===== src/rtl/vedic_pkg.sv =====
// Shared types and arithmetic helpers for the Vedic multiplier datapath stages.
// Used by the dot-product accumulator and its saturating adder.
package vedic_pkg;

  typedef enum logic {
    ST_ACC = 1'b0,
    ST_OUT = 1'b1
  } acc_state_e;

  function automatic logic signed [63:0] sat_max(input int acc_w);
    return (64'sd1 <<< (acc_w - 1)) - 64'sd1;
  endfunction

  function automatic logic signed [63:0] sat_min(input int acc_w);
    return -(64'sd1 <<< (acc_w - 1));
  endfunction

  // Sign-extend the low prod_w bits of prod to 64 bits; callers truncate to their width.
  function automatic logic signed [63:0] sext(input logic [63:0] prod, input int prod_w);
    logic signed [63:0] t;
    t = $signed(prod << (64 - prod_w));
    return t >>> (64 - prod_w);
  endfunction

endpackage


===== src/rtl/vedic_sat_add.sv =====
// Combinational signed saturating adder: clamps to the signed ACC_W range and
// flags overflow when the ACC_W+1 bit sum does not fit.
module vedic_sat_add
  import vedic_pkg::*;
#(
  parameter int ACC_W = 20
) (
  input  logic signed [ACC_W-1:0] a,
  input  logic signed [ACC_W-1:0] b,
  output logic signed [ACC_W-1:0] sum,
  output logic                    ovf
);

  localparam logic signed [ACC_W-1:0] MAX_V = ACC_W'(sat_max(ACC_W));
  localparam logic signed [ACC_W-1:0] MIN_V = ACC_W'(sat_min(ACC_W));

  logic signed [ACC_W:0] wide;

  always_comb begin
    wide = {a[ACC_W-1], a} + {b[ACC_W-1], b};
    ovf  = wide[ACC_W] ^ wide[ACC_W-1];
    if (ovf) begin
      // top bit of the wide sum carries the true sign of the result
      sum = wide[ACC_W] ? MIN_V : MAX_V;
    end else begin
      sum = wide[ACC_W-1:0];
    end
  end

endmodule


===== src/rtl/vedic_dot_accumulator.sv =====
// Streaming saturating dot-product stage behind the signed Vedic multiplier:
// sums up to LEN products per vector and hands the result out over valid/ready.
//
//   state  | meaning
//   ST_ACC | accepting products, accumulating into acc
//   ST_OUT | result held on out_*, waiting for out_ready
module vedic_dot_accumulator
  import vedic_pkg::*;
#(
  parameter  int N     = 8,
  parameter  int LEN   = 4,
  parameter  int ACC_W = 20,
  localparam int CNT_W = $clog2(LEN + 1)
) (
  input  logic                    clk,
  input  logic                    rst,
  input  logic                    in_valid,
  output logic                    in_ready,
  input  logic [2*N-1:0]          in_prod,
  input  logic                    in_last,
  output logic                    out_valid,
  input  logic                    out_ready,
  output logic signed [ACC_W-1:0] out_sum,
  output logic [CNT_W-1:0]        out_count,
  output logic                    out_sat
);

  localparam logic [CNT_W-1:0] CNT_LAST = CNT_W'(LEN - 1);

  acc_state_e              state;
  logic signed [ACC_W-1:0] acc;
  logic [CNT_W-1:0]        cnt;
  logic                    sat;

  logic signed [ACC_W-1:0] prod_ext;
  logic signed [ACC_W-1:0] add_sum;
  logic                    add_ovf;
  logic                    accept;
  logic                    closing;
  logic                    sat_next;
  logic [CNT_W-1:0]        cnt_next;

  assign prod_ext = ACC_W'(sext(64'(in_prod), 2 * N));
  assign in_ready = (state == ST_ACC) && !rst;
  assign accept   = in_valid && in_ready;
  assign closing  = (cnt == CNT_LAST) || in_last;
  assign sat_next = sat | add_ovf;
  assign cnt_next = cnt + 1'b1;

  vedic_sat_add #(
    .ACC_W(ACC_W)
  ) u_sat_add (
    .a  (acc),
    .b  (prod_ext),
    .sum(add_sum),
    .ovf(add_ovf)
  );

  always_ff @(posedge clk) begin
    if (rst) begin
      state     <= ST_ACC;
      acc       <= '0;
      cnt       <= '0;
      sat       <= 1'b0;
      out_valid <= 1'b0;
      out_sum   <= '0;
      out_count <= '0;
      out_sat   <= 1'b0;
    end else begin
      case (state)
        ST_ACC: begin
          if (accept) begin
            acc <= add_sum;
            cnt <= cnt_next;
            sat <= sat_next;
            if (closing) begin
              out_sum   <= add_sum;
              out_count <= cnt_next;
              out_sat   <= sat_next;
              out_valid <= 1'b1;
              state     <= ST_OUT;
            end
          end
        end
        ST_OUT: begin
          // out_* stay frozen until the consumer takes them
          if (out_ready) begin
            out_valid <= 1'b0;
            acc       <= '0;
            cnt       <= '0;
            sat       <= 1'b0;
            state     <= ST_ACC;
          end
        end
        default: state <= ST_ACC;
      endcase
    end
  end

endmodule


===== config.mk =====
export PLATFORM = sky130hd
export DESIGN_NAME = vedic_dot_accumulator
export DESIGN_NICKNAME = d
export VERILOG_FILES = /design/src/rtl/vedic_pkg.sv /design/src/rtl/vedic_sat_add.sv /design/src/rtl/vedic_dot_accumulator.sv
export SDC_FILE = /design/constraint.sdc
export NUM_CORES = 1
export LEC_CHECK = 0
export ABC_CLOCK_PERIOD_IN_PS = 6350
export BUFFER_PORTS_ARGS = -buffer_cell sky130_fd_sc_hd__buf_2
export CORE_ASPECT_RATIO = 0.5
export CORE_MARGIN = 2
export CORE_UTILIZATION = 45
export DETAILED_ROUTE_END_ITERATION = 7
export PLACE_DENSITY = 0.62
export SLEW_MARGIN = 15
export SYNTH_ARGS = -nofsm -noshare
export SYNTH_HDL_FRONTEND = slang
export SYNTH_HIERARCHICAL = 1
export SYNTH_SLANG_ARGS = --single-unit

===== constraint.sdc =====
create_clock -name clk -period 6.35 [get_ports clk]
set_input_delay 1.905 -clock clk [delete_from_list [all_inputs] [get_ports clk]]
set_output_delay 1.905 -clock clk [all_outputs]
set_load 0.01 [all_outputs]

== Yosys cells after proc, flatten, opt, wreduce, memory -nomap -nowiden ==
Index checks and enable logic that the tools add are counted.

* Register bits after elaboration: 50
* Input port bits: 21
* Output and inout bits: 26
* Word-level logic and storage cells: 42

* $add $sub $neg: 2
* Equal/unequal tests: 4
* Muxes and demuxes: 18
* Bitwise gates (word level): 3
* Reduce and logical (&&, ||, !) cells: 7

{| class="wikitable"
|+ Operators with widths
! cell !! number
|-
| two-way mux 20 bit || 4
|-
| case mux 20 bit (2 select lines) || 1
|-
| adder 20 x 16 -> 21 bit || 1
|-
| two-way mux 1 bit || 7
|-
| two-way mux 3 bit || 2
|-
| != test 2 bit, second input constant || 3
|-
| case mux 1 bit (2 select lines) || 3
|-
| case mux 3 bit (2 select lines) || 1
|-
| AND reduction 3 bit || 2
|-
| adder 3 x 1 -> 3 bit, second input constant || 1
|-
| equality test 3 x 2 -> 1 bit, second input constant || 1
|-
| logical AND 1 bit || 2
|-
| AND reduction 2 bit || 1
|-
| logical NOT 1 bit || 1
|-
| logical OR 1 bit || 1
|-
| inverter 1 bit || 1
|-
| bitwise OR 1 bit || 1
|-
| XOR 1 bit || 1
|}

== Logic depth before layout (Yosys ltp) ==
* Depth after elaboration: 5
* Gate-level depth with buffers: 13
* Gate-level depth less buffers: 11

== By module ==
Netlist, hierarchy kept.

{| class="wikitable"
|+ Modules (own cells, without submodules)
! module !! times used !! cells an instance !! area each (µm²) !! seq. area each (µm²)
|-
| vedic_dot_accumulator || 1 || 181 || 1,794.2 || 1,001.0
|-
| vedic_sat_add || 1 || 174 || 1,233.7 || 0.0
|}

== Worst setup path before layout ==
Ideal clock, no wire load.

* Kind: input-to-reg
* From: input in_prod[0]
* To: register acc[11]
* Setup time: 0.117 ns
* Arrival time: 4.397 ns
* Required time: 6.233 ns
* Slack: 1.836 ns
* Stages on the path: 10
* Buffers on the path: 1
* Cell sequence: ha_1 > fa_1 > a21o_1 > a221oi_2 > o21bai_2 > o31a_1 > o311a_4 > buf_6 > maj3_2 > a22o_1

* Cells in the longest elaborated chain, start to end: 5
* Elaborated cells on any way between the ends: 6
* Classes of those cells: 1 x add/sub; 4 x mux; 1 x bitwise

{| class="wikitable"
|+ Ends and longest elaborated chain
! element !! RTL line !! source
|-
| from (decl) || vedic_dot_accumulator.sv:19 || <nowiki>input logic [2*N-1:0] in_prod,</nowiki>
|-
| adder 20 x 16 -> 21 bit * || vedic_sat_add.sv:20 || <nowiki>wide = {a[ACC_W-1], a} + {b[ACC_W-1], b};</nowiki>
|-
| two-way mux 20 bit or XOR 1 bit (tied branches) || vedic_sat_add.sv:24, vedic_sat_add.sv:21 ||
|-
| two-way mux 20 bit * || vedic_sat_add.sv:22 || <nowiki>if (ovf) begin</nowiki>
|-
| named net add_sum[11] || vedic_dot_accumulator.sv:36 || <nowiki>logic signed [ACC_W-1:0] add_sum;</nowiki>
|-
| two-way mux 20 bit * || vedic_dot_accumulator.sv:72 || <nowiki>if (accept) begin</nowiki>
|-
| case mux 20 bit (2 select lines) * || vedic_dot_accumulator.sv:70 || <nowiki>case (state)</nowiki>
|-
| to (signal assigned) || vedic_dot_accumulator.sv:73 || <nowiki>acc <= add_sum;</nowiki>
|-
| to (decl) || vedic_dot_accumulator.sv:31 || <nowiki>logic signed [ACC_W-1:0] acc;</nowiki>
|}

The timed path passes the listed nets; every way through them passes the cells marked *. The select of a mux whose other input is x is not followed.
A chain may end at the register's enable or synchronous reset.

== Worst setup path after layout ==
* From: input in_prod[0]
* To: register acc[7]

The elaborated chain is that of the path after synthesis.

==> flow_summary.json <==
{
  "place_inst": 470,
  "syn_inst": 355,
  "hold_end": "cnt[2]",
  "cp-start-kind": "input pin",
  "stdcell_count": 478,
  "die_y_um": 62.0,
  "clock_latency_ps": 290,
  "p_total_mw": 1.44,
  "worstSetupEndpointType": "register",
  "synthToLayoutAreaGrowth_pct": 13.0,
  "first_iter_violations": 247,
  "avgSynthCellArea_um2": 8.53,
  "use_met3": 0.0429,
  "fillerInstances": 637,
  "final_nets": 429,
  "pin_count": 47,
  "worst_slack_ps": 1500,
  "min_from": "cnt[2]",
  "path_cells": "buf_2 -> ha_1 -> fa_1 -> a21o_1 -> a221oi_2 -> o21bai_2 -> o31a_1 -> o311a_4 -> a21oi_2 -> o21ai_0 -> a22o_1",
  "initial_core_util": 0.459,
  "sw_frac_of_total": 0.406,
  "worst_slew_pin_slew_ps": 1030,
  "synth_top_family_by_area": "compound AO/OA/AOI/OAI gates",
  "finalWirelength_um": 7740,
  "cp_num_buf_inv": 1,
  "maxSlewHeadroom": 0.315,
  "grt_max_degree": 47,
  "dp_hpwl_um": 5610,
  "synthSimpleGateAreaFrac": 0.136,
  "crit_type": "input pin to register",
  "power_frac_seq": 0.289,
  "grt_util_met1": 0.312,
  "die_area_um2": 7440,
  "antenna_found_initial": 1,
  "core_um2": 6600,
  "min_delay_path_depth": 1,
  "cts_tree": "yes",
  "synth.distinct_cells": 47,
  "firstDrtPassIters": 5,
  "die_x_um": 120,
  "rows": 21,
  "post_cts_resized": 0,
  "htree_levels": 2,
  "setup_violations": 0,
  "cts.path.max_buffers": 2,
  "routedWlPerCell_um": 16.2,
  "route.detailed.drc": 0,
  "seq_area_frac_synth": 0.331,
  "p_int_mw": 0.857,
  "use_met2": 0.325,
  "synth_edf_count": 0,
  "synth-async-reset-ratio": 0,
  "synth-xor-area-share": 0.0521,
  "clock_power_share": 0.216,
  "p_comb_frac": 0.496,
  "vias_per_cell": 5.75,
  "cts-root-buf": "clkbuf_16",
  "busiest_layer": "met2",
  "synth_fp_nets": 399,
  "place_congestion": 0.981,
  "grt_overflow": 0,
  "layout_min_cycle_time_ps": 4850,
  "rrSetupSlack_ps": 2880,
  "leakage_nw": 1.45,
  "powerDensity_nw_per_um2": 421,
  "rsz0062_at_grt": "false",
  "peakVddDrop_v": 0.000146,
  "cts_hold_buffers": 0,
  "synth_compound_area_frac": 0.300,
  "grt_pass1_wl_um": 12300,
  "clk_pin_slew_worst_paths_ps": 70,
  "cts_made_buffers": 5,
  "crit_required_ps": 6530,
  "maxCapViolations": 0,
  "timing.fmax_mhz": 206,
  "reg2reg_from": "acc[0]",
  "diodes": 0,
  "slowest_stage": "fa_1",
  "grtUsageTotal": 0.213,
  "synth_warnings": 6,
  "synth_area_um2": 3030,
  "synth_fa_ha_area_frac": 0.124,
  "arrival_ps": 5030,
  "period_share": 0.763,
  "finClkSkew_ps": 7.87,
  "ys_ff_latch": 50,
  "clkSinkCount": 50,
  "switchingPower_mw": 0.585,
  "outcome": "finished clean",
  "drtAntennaViolNets": 0,
  "dp_slack_ps": 1190,
  "grt_pass1_vias": 2396,
  "final_layout_size_suffix_gt1_frac": 0.197,
  "vias": 2749,
  "fin_tns_setup_ps": 0,
  "rr_worst_depth": 10,
  "ys.flop_type": "dfxtp_1",
  "hold_viol": 0,
  "cts_setup_buffers": 0,
  "hold_ws_ps": 466,
  "hold_path_class": "register to register",
  "slew_viol_final": 0,
  "synthMuxAreaShare": 0,
  "max_stage_delay_ps": 420,
  "layout_common_cells": "dfxtp_1 (50), a21oi_1 (48), buf_2 (46), nand3_1 (29), ha_1 (22)",
  "r2r-end": "acc[7]",
  "final_common_cell": "dfxtp_1",
  "cp_max_fo": 12,
  "portBuffers": 46,
  "crit_family": "compound AO/OA/AOI/OAI gates"
}
==> power groups by stage <==
stage          combinational, mW  sequential, mW  clock (mW)
3_5_place_dp               0.704           0.423           0
5_1_grt                    0.791           0.425       0.330
3_3_place_gp               0.697           0.422           0
2_1_floorplan              0.559           0.418           0
4_1_cts                    0.709           0.417       0.319
6_report                   0.714           0.416       0.311
==> through the flow <==
step,util,cell area [um2]
final,0.519,3420
after global routing,0.519,3420
after CTS,0.519,3420
after detailed placement,0.493,3250
after global placement,0.493,3250
after floorplan,-,3030
==> cells by family (layout without fill, tap and decap cells) <==
family / count (synthesis) / count (layout)
compound gates: 142 / 142
simple gates: 83 / 83
flops: 50 / 50
buf+inv: 32 / 63
fa+ha+maj: 30 / 30
xor+xnor: 18 / 18
==> registers in the layout, summed over array words and instances (netlist names) <==
| signal | count |
|---|---|
| acc | 20 |
| out_sat | 1 |
| cnt | 3 |
| out_sum | 20 |
| out_count | 3 |
| out_valid | 1 |
| sat | 1 |
| state | 1 |
==> per-layer routing <==
layer,routed length (um),vias up
met5,0,-
met4,57,0
met3,514,6
met2,3130,98
met1,4030,1277
li1,-,1368
==> synth_stat cells (2+ instances only) <==
library cell,instances,share of area
xnor2_1,12,0.035
inv_1,7,0.0087
o21bai_1,2,0.0050
nand4_1,2,0.0041
buf_2,4,0.0066
o211ai_1,4,0.0099
a211oi_1,4,0.0099
o21ai_0,20,0.033
maj3_2,7,0.026
and3_1,2,0.0041
or2_2,2,0.0041
nand2b_1,4,0.0083
nand2_1,20,0.025
buf_4,6,0.015
dfxtp_1,50,0.33
o21ai_1,21,0.035
a21o_1,5,0.012
nor2_1,14,0.017
buf_6,4,0.015
nor3_1,3,0.0050
a22o_1,21,0.061
xor2_1,6,0.017
a31oi_1,4,0.0083
clkbuf_1,11,0.014
a21oi_1,48,0.079
ha_1,22,0.091
a31o_2,2,0.0058
nand3_1,29,0.048
==> final cells by class <==
class	count	area (um2)	share of cell area
multi-input combinational	273	1860	0.544
sequential	50	1000	0.293
timing repair buffer	48	245	0.0717
clock buffer	5	125	0.0366
tap	92	115	0.0337
clock inverter	3	47.5	0.0139
inverter	7	26.3	0.00768
==> worst max-delay path by stage <==
stage	startpoint	endpoint	slack, ps	cells after the start
final	in_prod[0]	acc[7]	1500	11
after global routing	in_prod[0]	acc[7]	1260	11
after CTS	in_prod[0]	acc[6]	1470	11
after detailed placement	in_prod[0]	acc[7]	1190	11
after global placement	in_prod[0]	acc[7]	1320	11
after floorplan	in_prod[0]	acc[11]	1840	10
No activity file was read; power rests on OpenSTA's default activity.
